<file path="config.mk">
export PLATFORM = sky130hd
export DESIGN_NAME = mult_div_unit
export DESIGN_NICKNAME = d
export VERILOG_FILES = /design/src/rtl/mult_div_unit_pkg.sv /design/src/rtl/mult_div_unit_md_step.sv /design/src/rtl/mult_div_unit.sv
export SDC_FILE = /design/constraint.sdc
export NUM_CORES = 1
export LEC_CHECK = 0
export CORE_UTILIZATION = 55
export CTS_CLUSTER_DIAMETER = 200
export DETAILED_ROUTE_END_ITERATION = 8
export GPL_TIMING_DRIVEN = 0
export PLACE_DENSITY = 0.77
export SLEW_MARGIN = 20
export SYNTH_ARGS = -nofsm -noshare
export SYNTH_HDL_FRONTEND = slang
export SYNTH_HIERARCHICAL = 1
export SYNTH_SLANG_ARGS = --single-unit
</file>
<file path="constraint.sdc">
create_clock -name clk -period 5.4 [get_ports clk]
set_input_delay 1.62 -clock clk [delete_from_list [all_inputs] [get_ports clk]]
set_output_delay 1.62 -clock clk [all_outputs]
set_load 0.01 [all_outputs]
</file>
<file path="src/rtl/mult_div_unit_pkg.sv">
// Shared definitions for the iterative multiply/divide unit.
// Latency: n/a (types and constants only).
// Backpressure: n/a.
package mult_div_unit_pkg;

  // Controller states: accept an op, iterate, then apply signs and write HI/LO.
  typedef enum logic [1:0] {
    ST_IDLE = 2'd0,
    ST_RUN  = 2'd1,
    ST_FIX  = 2'd2
  } state_t;

  // Operation select carried on the op port.
  localparam logic OP_MULT = 1'b0;
  localparam logic OP_DIV  = 1'b1;

endpackage

</file>
<file path="src/rtl/mult_div_unit_md_step.sv">
// One combinational iteration: unsigned shift-add multiply or restoring divide.
// Latency: 0 (purely combinational).
// Backpressure: none; the caller decides when to register the result.
module md_step
  import mult_div_unit_pkg::*;
#(
  parameter int WIDTH = 32
) (
  input  logic               op_i,
  input  logic [2*WIDTH-1:0] acc_i,   // mult: {partial product, multiplier}; div: {remainder, dividend/quotient}
  input  logic [WIDTH-1:0]   opnd_i,  // mult: multiplicand magnitude; div: divisor magnitude
  output logic [2*WIDTH-1:0] acc_o,
  output logic               q_bit_o
);

  logic [WIDTH:0] sum;
  logic [WIDTH:0] shifted;
  logic [WIDTH:0] diff;

  // Multiply: add the multiplicand when the outgoing multiplier bit is set; carry lands in bit WIDTH.
  assign sum     = {1'b0, acc_i[2*WIDTH-1:WIDTH]} + (acc_i[0] ? {1'b0, opnd_i} : '0);
  // Divide: WIDTH+1-bit partial remainder shifted left with the next dividend bit.
  assign shifted = {acc_i[2*WIDTH-1:WIDTH], acc_i[WIDTH-1]};
  assign diff    = shifted - {1'b0, opnd_i};

  // Select the iteration result; the quotient bit is OR-ed into the LSB by the caller.
  always_comb begin
    acc_o   = acc_i;
    q_bit_o = 1'b0;
    if (op_i == OP_MULT) begin
      acc_o = {sum, acc_i[WIDTH-1:1]};
    end else if (shifted >= {1'b0, opnd_i}) begin
      q_bit_o = 1'b1;
      acc_o   = {diff[WIDTH-1:0], acc_i[WIDTH-2:0], 1'b0};
    end else begin
      acc_o   = {shifted[WIDTH-1:0], acc_i[WIDTH-2:0], 1'b0};
    end
  end

endmodule

</file>
<file path="src/rtl/mult_div_unit.sv">
// Iterative signed WIDTHxWIDTH multiply and WIDTH/WIDTH divide producing MIPS HI/LO.
// Latency: WIDTH+1 cycles from accepted start to done; divide-by-zero answers in 1 cycle.
// Backpressure: one op in flight; start while busy is ignored.
module mult_div_unit
  import mult_div_unit_pkg::*;
#(
  parameter int WIDTH = 32
) (
  input  logic             clk,
  input  logic             reset,
  input  logic             start,
  input  logic             op,
  input  logic [WIDTH-1:0] A,
  input  logic [WIDTH-1:0] B,
  output logic             busy,
  output logic             done,
  output logic             div_zero,
  output logic [WIDTH-1:0] hi,
  output logic [WIDTH-1:0] lo
);

  localparam int CNT_W = $clog2(WIDTH);

  state_t             state_q;
  logic [CNT_W-1:0]   cnt_q;
  logic [2*WIDTH-1:0] acc_q;
  logic [WIDTH-1:0]   opnd_q;
  logic               op_q;
  logic               neg_res_q;  // product / quotient sign
  logic               neg_rem_q;  // remainder follows the dividend
  logic               done_q;
  logic               dz_q;
  logic [WIDTH-1:0]   hi_q;
  logic [WIDTH-1:0]   lo_q;

  logic [WIDTH-1:0]   a_mag;
  logic [WIDTH-1:0]   b_mag;
  logic [2*WIDTH-1:0] step_acc;
  logic               step_q;
  logic [2*WIDTH-1:0] prod_fix;
  logic [WIDTH-1:0]   quo_fix;
  logic [WIDTH-1:0]   rem_fix;

  // The unsigned reading of a WIDTH-bit two's-complement negation is exact even for the
  // most negative value, so 0x80000000 yields magnitude 2^31 without overflow.
  assign a_mag = A[WIDTH-1] ? (~A + 1'b1) : A;
  assign b_mag = B[WIDTH-1] ? (~B + 1'b1) : B;

  md_step #(.WIDTH(WIDTH)) u_step (
    .op_i    (op_q),
    .acc_i   (acc_q),
    .opnd_i  (opnd_q),
    .acc_o   (step_acc),
    .q_bit_o (step_q)
  );

  assign prod_fix = neg_res_q ? (~acc_q + 1'b1) : acc_q;
  assign quo_fix  = neg_res_q ? (~acc_q[WIDTH-1:0] + 1'b1) : acc_q[WIDTH-1:0];
  assign rem_fix  = neg_rem_q ? (~acc_q[2*WIDTH-1:WIDTH] + 1'b1) : acc_q[2*WIDTH-1:WIDTH];

  // Control FSM plus all datapath and result registers; reset aborts any op in flight.
  always_ff @(posedge clk) begin
    if (reset) begin
      state_q   <= ST_IDLE;
      cnt_q     <= '0;
      acc_q     <= '0;
      opnd_q    <= '0;
      op_q      <= OP_MULT;
      neg_res_q <= 1'b0;
      neg_rem_q <= 1'b0;
      done_q    <= 1'b0;
      dz_q      <= 1'b0;
      hi_q      <= '0;
      lo_q      <= '0;
    end else begin
      done_q <= 1'b0;
      case (state_q)
        ST_IDLE: begin
          if (start) begin
            if (op == OP_DIV && B == '0) begin
              // No iteration needed: flag it and leave HI/LO untouched.
              dz_q   <= 1'b1;
              done_q <= 1'b1;
            end else begin
              dz_q      <= 1'b0;
              cnt_q     <= '0;
              op_q      <= op;
              neg_res_q <= A[WIDTH-1] ^ B[WIDTH-1];
              neg_rem_q <= A[WIDTH-1];
              // Mult shifts the multiplier out of the low half; div shifts the dividend out.
              acc_q     <= {{WIDTH{1'b0}}, (op == OP_DIV) ? a_mag : b_mag};
              opnd_q    <= (op == OP_DIV) ? b_mag : a_mag;
              state_q   <= ST_RUN;
            end
          end
        end
        ST_RUN: begin
          acc_q <= {step_acc[2*WIDTH-1:1], step_acc[0] | step_q};
          cnt_q <= cnt_q + 1'b1;
          if (cnt_q == CNT_W'(WIDTH - 1)) begin
            state_q <= ST_FIX;
          end
        end
        ST_FIX: begin
          if (op_q == OP_DIV) begin
            hi_q <= rem_fix;
            lo_q <= quo_fix;
          end else begin
            hi_q <= prod_fix[2*WIDTH-1:WIDTH];
            lo_q <= prod_fix[WIDTH-1:0];
          end
          done_q  <= 1'b1;
          state_q <= ST_IDLE;
        end
        default: state_q <= ST_IDLE;
      endcase
    end
  end

  assign busy     = (state_q != ST_IDLE);
  assign done     = done_q;
  assign div_zero = dz_q;
  assign hi       = hi_q;
  assign lo       = lo_q;

endmodule

</file>
Yosys cells after proc, flatten, opt, wreduce, memory -nomap -nowiden:

Cells that the tools add are included.

* bits in registers: 172
* bits in latches: 0
* memory bits (writable): 0
* ROM bits: 0
* input port bits: 68
* output and inout port bits: 67
* logic and storage cells: 70
* memories: 0

* $add $sub $neg: 8
* $mul: 0
* divide/modulo/power cells: 0
* $lt $le $gt $ge: 1
* equal/unequal tests: 6
* shift-type cells: 0
* muxes and demuxes: 27
* bitwise gates (word level): 8
* reductions and logical operators: 9

Operators by type and width (number)
* $mux W64: 5
* $mux W32: 9
* $add A32 B1 Y32 const B: 4
* $not A32 Y32: 4
* $pmux W64 S2: 1
* $add A64 B1 Y64 const B: 1
* $not A64 Y64: 1
* $add A32 B32 Y33: 1
* $ge A33 B32 Y1: 1
* $logic_not A32 Y1: 1
* $sub A32 B32 Y32: 1
* $mux W5: 2
* $pmux W5 S2: 1
* $reduce_and A3 Y1: 3
* $mux W2: 3
* $ne A2 B2 Y1 const B: 3
* $add A5 B1 Y5 const B: 1
* $eq A5 B5 Y1 const B: 1
* $mux W1: 4
* $pmux W2 S2: 1
* $reduce_bool A2 Y1: 2
* $eq A2 B1 Y1 const B: 1
* $eq A2 B2 Y1 const B: 1
* $logic_not A2 Y1: 1
* 6 further kinds: 6

Longest topological paths before layout:

* depth after elaboration: 7
* gate-level depth with buffers: 16
* depth with buffers taken out: 15

Hierarchy:

Netlist, hierarchy kept.

By module, submodules not included
* mult_div_unit: times used 1, cells each 1306, area an instance 10455.0 um2, sequential area each 3443.3 um2
* md_step: times used 1, cells each 674, area an instance 4800.9 um2, sequential area each 0.0 um2

Worst setup path before layout:

OpenSTA, ideal clock, no wires.

* path type: in2reg
* start point: input B[5]
* end point: register acc_q[18]
* setup time: 0.138 ns
* data arrival time: 3.855 ns
* required time: 5.262 ns
* path slack: 1.408 ns
* stages: 8
* buffers on the path: 2
* cells stage by stage: or4_1 buf_2 or4_4 buf_6 o21ai_0 mux2_2 a221oi_1 a211oi_1

* longest elaborated chain between the ends: 7
* elaborated cells on any way between the ends: 11
* those cells by class: 1 x add/sub; 1 x eq/ne; 5 x mux; 1 x bitwise; 3 x reduce/logical

RTL lines
* start, declared: line mult_div_unit.sv:14 `input logic [WIDTH-1:0] B,`
* $not A32 Y32: line mult_div_unit.sv:47 `assign b_mag = B[WIDTH-1] ? (~B + 1'b1) : B;`
* $add A32 B1 Y32: line mult_div_unit.sv:47
* $mux W32: line mult_div_unit.sv:47
* $mux W32: line mult_div_unit.sv:91 `acc_q <= {{WIDTH{1'b0}}, (op == OP_DIV) ? a_mag : b_mag};`
* $mux W64: line mult_div_unit.sv:80 `if (op == OP_DIV && B == '0) begin`
* $mux W64: line mult_div_unit.sv:79 `if (start) begin`
* $pmux W64 S2: line mult_div_unit.sv:77 `case (state_q)`
* end signal, assigned: line mult_div_unit.sv:91
* end signal, assigned: line mult_div_unit.sv:98 `acc_q <= {step_acc[2*WIDTH-1:1], step_acc[0] | step_q};`
* end, declared: line mult_div_unit.sv:26 `logic [2*WIDTH-1:0] acc_q;`

Parallel ways exist; a longest one is shown, timed or not. The select of a mux whose other input is x is not followed.
A chain may end at the register's enable or synchronous reset.

Final worst setup path:

* start point: input B[13]
* end point: register acc_q[24]

Same word-level chain as after synthesis.

==> results_tabular.tex <==
\begin{tabular}{lr}
\hline
Metric & Value \\
\hline
\multicolumn{2}{l}{\textbf{Outcome}} \\
Result of the run & completed \\
\multicolumn{2}{l}{\textbf{Synthesis}} \\
Top cells by area in the synthesized netlist & dfxtp\_1, ha\_1, nor2\_1 \\
EDFF count, synth & 0 \\
Number of nets produced by synthesis & 2120 \\
Most common flop cell mapped by yosys & dfxtp\_1 \\
Sequential fraction of the synthesis area & 22.6\% \\
Number of flip-flops and latches in the synthesized netlist & 172 \\
Mapped Area & 15300 µm² \\
Top cells by count, synth & nor2\_1, dfxtp\_1, nand2\_1 \\
Largest area contributor in the synthesized netlist & dfxtp\_1 \\
Synth top area share & 22.6\% \\
Count of unique library cells instantiated by Yosys & 104 \\
Ys async rst share & 0\% \\
Most used standard cell by instance count after synthesis & nor2\_1 \\
Count of synthesis-stage warnings from yosys & 6 \\
Mapped Avg Cell Area & 7.70 µm² \\
Cells after synthesis & 1980 \\
\multicolumn{2}{l}{\textbf{Floorplan}} \\
Die outline area & 28400 µm² \\
Core box area & 27100 µm² \\
Effective utilization at floorplan & 56.3\% \\
Number of top-level pins & 135 \\
Std cell rows & 60 \\
Die Y-Extent & 169 µm \\
Die boundary width & 169 µm \\
\multicolumn{2}{l}{\textbf{CTS}} \\
H-tree levels & 4 \\
Root Buffer Master & clkbuf\_16 \\
CTS tree & done \\
Number of buffers added to fix hold violations after cts & 0 \\
Number of post-CTS setup repair buffers & 0 \\
Number of buffers on the longest clock path & 2 \\
Clock transition at path regs & 70 ps \\
Latest clock arrival within the worst-skew pair & 460 ps \\
Clock buffer count from CTS & 17 \\
Count of instances resized after the clock tree is built & 0 \\
Clock tree sinks & 172 \\
\multicolumn{2}{l}{\textbf{Detailed routing}} \\
Drt initial violations & 2276 \\
DR WL/cell & 24.3 µm \\
First-pass iteration count of the detailed router & 6 \\
Via density per instance & 6.75 \\
Vias & 17.0k \\
Total wirelength of the detailed-routed design & 61200 µm \\
DRC & 0 \\
Antenna Violating Nets Remaining & 0 \\
\multicolumn{2}{l}{\textbf{STA}} \\
Least setup slack across all paths after layout & 648 ps \\
Setup total negative slack & 0 ps \\
Fraction of the cycle the final worst path needs & 88.0\% \\
Endpoints failing hold & 0 \\
Final setup fails & 0 \\
Slew at the pin closest to its max-slew limit & 1080 ps \\
Headroom to the max-slew limit & 27.7\% \\
Minimum period implied by the final worst setup slack & 4750 ps \\
Fin. max-slew vios & 0 \\
Worst hold slack across all endpoints & 464 ps \\
RSZ-0062 raised after global routing & no \\
Clock skew & 17.5 ps \\
Maximum clock frequency & 210 MHz \\
\multicolumn{2}{l}{\textbf{Layout}} \\
Post-route core utilization & 65.3\% \\
Number of filler cells placed in the layout & 2401 \\
Layout overhead on the synthesized area & 16.0\% \\
N\_diodes & 0 \\
Count of nets after finishing & 2273 \\
Fraction of layout instances using a drive strength above 1 & 7.08\% \\
\multicolumn{2}{l}{\textbf{Placed design}} \\
Final estimated routing congestion in global placement & 1.04 \\
IO Port Bufs & 134 \\
Worst-case setup slack after placement & 366 ps \\
Post-DP HPWL & 47900 µm \\
\multicolumn{2}{l}{\textbf{Min path}} \\
Class of the worst hold path & reg2reg \\
\multicolumn{2}{l}{\textbf{Job}} \\
Max-cap violation count & 0 \\
\multicolumn{2}{l}{\textbf{Worst setup path}} \\
Maximum net fanout on the critical path & 8 \\
Category of the worst setup path capture point & flop \\
Setup slack on the worst flop-to-flop path & 1210 ps \\
Data arrival, critical path & 5050 ps \\
Worst path top cell family by delay & compound AO/OA/AOI/OAI gates \\
Delay of the slowest cell on the worst path & 810 ps \\
Data required time at the worst endpoint & 5690 ps \\
Category of the critical setup timing path & in2reg \\
CP max-delay cell & o21ai\_0 \\
Sequence of cells on the critical path & clkdlybuf4s50\_1 -> nor4\_1 -> nand4b\_1 -> o41ai\_2 -> a21oi\_1 -> o21ai\_0 -> nor3\_1 \\
CP Buf/Inv Count & 1 \\
Element type at the critical path start & primary input \\
\multicolumn{2}{l}{\textbf{Pwr}} \\
Total leakage power & 0.00664 µW \\
Worst-case vdd ir drop & 244 µV \\
Power density relative to cell area & 234 nW/µm² \\
\multicolumn{2}{l}{\textbf{GRT}} \\
Global-route wire length before repair & 93000 µm \\
Antenna violations before repair & 0 \\
Number of global-route vias before repair & 16.0k \\
Total global routing overflow & 0 \\
GRT Overall Usage & 42.7\% \\
Maximum number of pins on one net before global-route repair & 22 \\
\hline
\end{tabular}
[layout by cell type, fill, tap and decap left out, types with 22 or more instances in the layout]
master / instances
a21o_1: 24
mux2_2: 35
clkdlybuf4s50_1: 134
xor2_1: 75
and2_1: 36
o31ai_1: 27
nand3_1: 38
nor2_1: 218
a211oi_1: 74
o41ai_1: 24
nor3_1: 61
inv_1: 58
a21oi_1: 120
or3_1: 38
nand2_1: 139
dfxtp_1: 172
mux2i_1: 59
nor4_1: 25
o21ai_0: 87
ha_1: 70
or4_1: 22
clkbuf_1: 99
a22oi_1: 40
xnor2_1: 81
[cell type report]
class / instances / area [µm²] / area share, %
multi-input cells: 1610 / 11000 / 62.0
flip-flops and latches: 172 / 3440 / 19.5
repair buffers: 134 / 1340 / 7.58
plain buffers: 139 / 627 / 3.54
well taps: 372 / 465 / 2.63
clock buffers: 17 / 425 / 2.40
inverters: 59 / 221 / 1.25
clock inverters: 15 / 208 / 1.17
[power by group]
group	internal, µW	leakage [µW]	switching [µW]
clock	644	0.000299	667
sequential	1320	0.00140	110
combinational	534	0.00494	859
[through the flow]
stage / instances / instance area [µm²] / total power (µW)
final: 2518 / 17700 / 4140
after global routing: 2518 / 17700 / 4280
after CTS: 2518 / 17700 / 4070
after detailed placement: 2486 / 17100 / 2780
after global placement: 2486 / 17100 / 2760
after floorplan: 1980 / 15300 / 2340
[cell families (layout without fill, tap and decap cells)]
logic type / after synthesis / count (layout) / synth area share (%)
AOI/OAI and AO/OA: 585 / 585 / 27.0
xor gates and xnor gates: 156 / 156 / 8.96
adders and majority gates: 72 / 72 / 6.00
buffers and inverters: 198 / 364 / 5.56
DFF: 172 / 172 / 22.6
muxes: 94 / 94 / 6.45
and+or+nand+nor: 703 / 703 / 23.5
[flip-flops by register name (all words and copies together) (netlist names)]
name,flops
acc_q,64
opnd_q,32
cnt_q,5
lo,32
state_q,2
neg_res_q,1
op_q,1
div_zero,1
neg_rem_q,1
hi,32
done,1
[worst register-to-register path, stage by stage (launching register included)]
cell and delay (ps):
dfxtp_1 770, clkbuf_1 420, and2_1 210, ha_1 230
buf_6 140, a211o_1 330, a311oi_2 310, o21ai_2 170
a221o_1 430, a21boi_2 210, o21ai_1 110, a21oi_2 160
xor2_1 150, mux2i_1 140, a22oi_1 230, nor2_1 60
[routing by layer]
layer / part of all wire (%) / track usage [%]
met2: 43 / 65.6
met5: 0 / 0.522
met1: 40 / 54.5
met3: 9.6 / 8.09
met4: 7.3 / 28.2
[final timing paths]
| path | end | cells after the start | from |
|---|---|---|---|
| max | acc_q[24]$_SDFFE_PP0P_ | 7 | B[13] |
| min | hi[15]$_SDFFE_PP0P_ | 2 | hi[15]$_SDFFE_PP0P_ |
| max reg2reg | acc_q[55]$_SDFFE_PP0P_ | 15 | acc_q[0]$_SDFFE_PP0P_ |
| min reg2reg | hi[15]$_SDFFE_PP0P_ | 2 | hi[15]$_SDFFE_PP0P_ |
(Power assumes the default switching activity.)
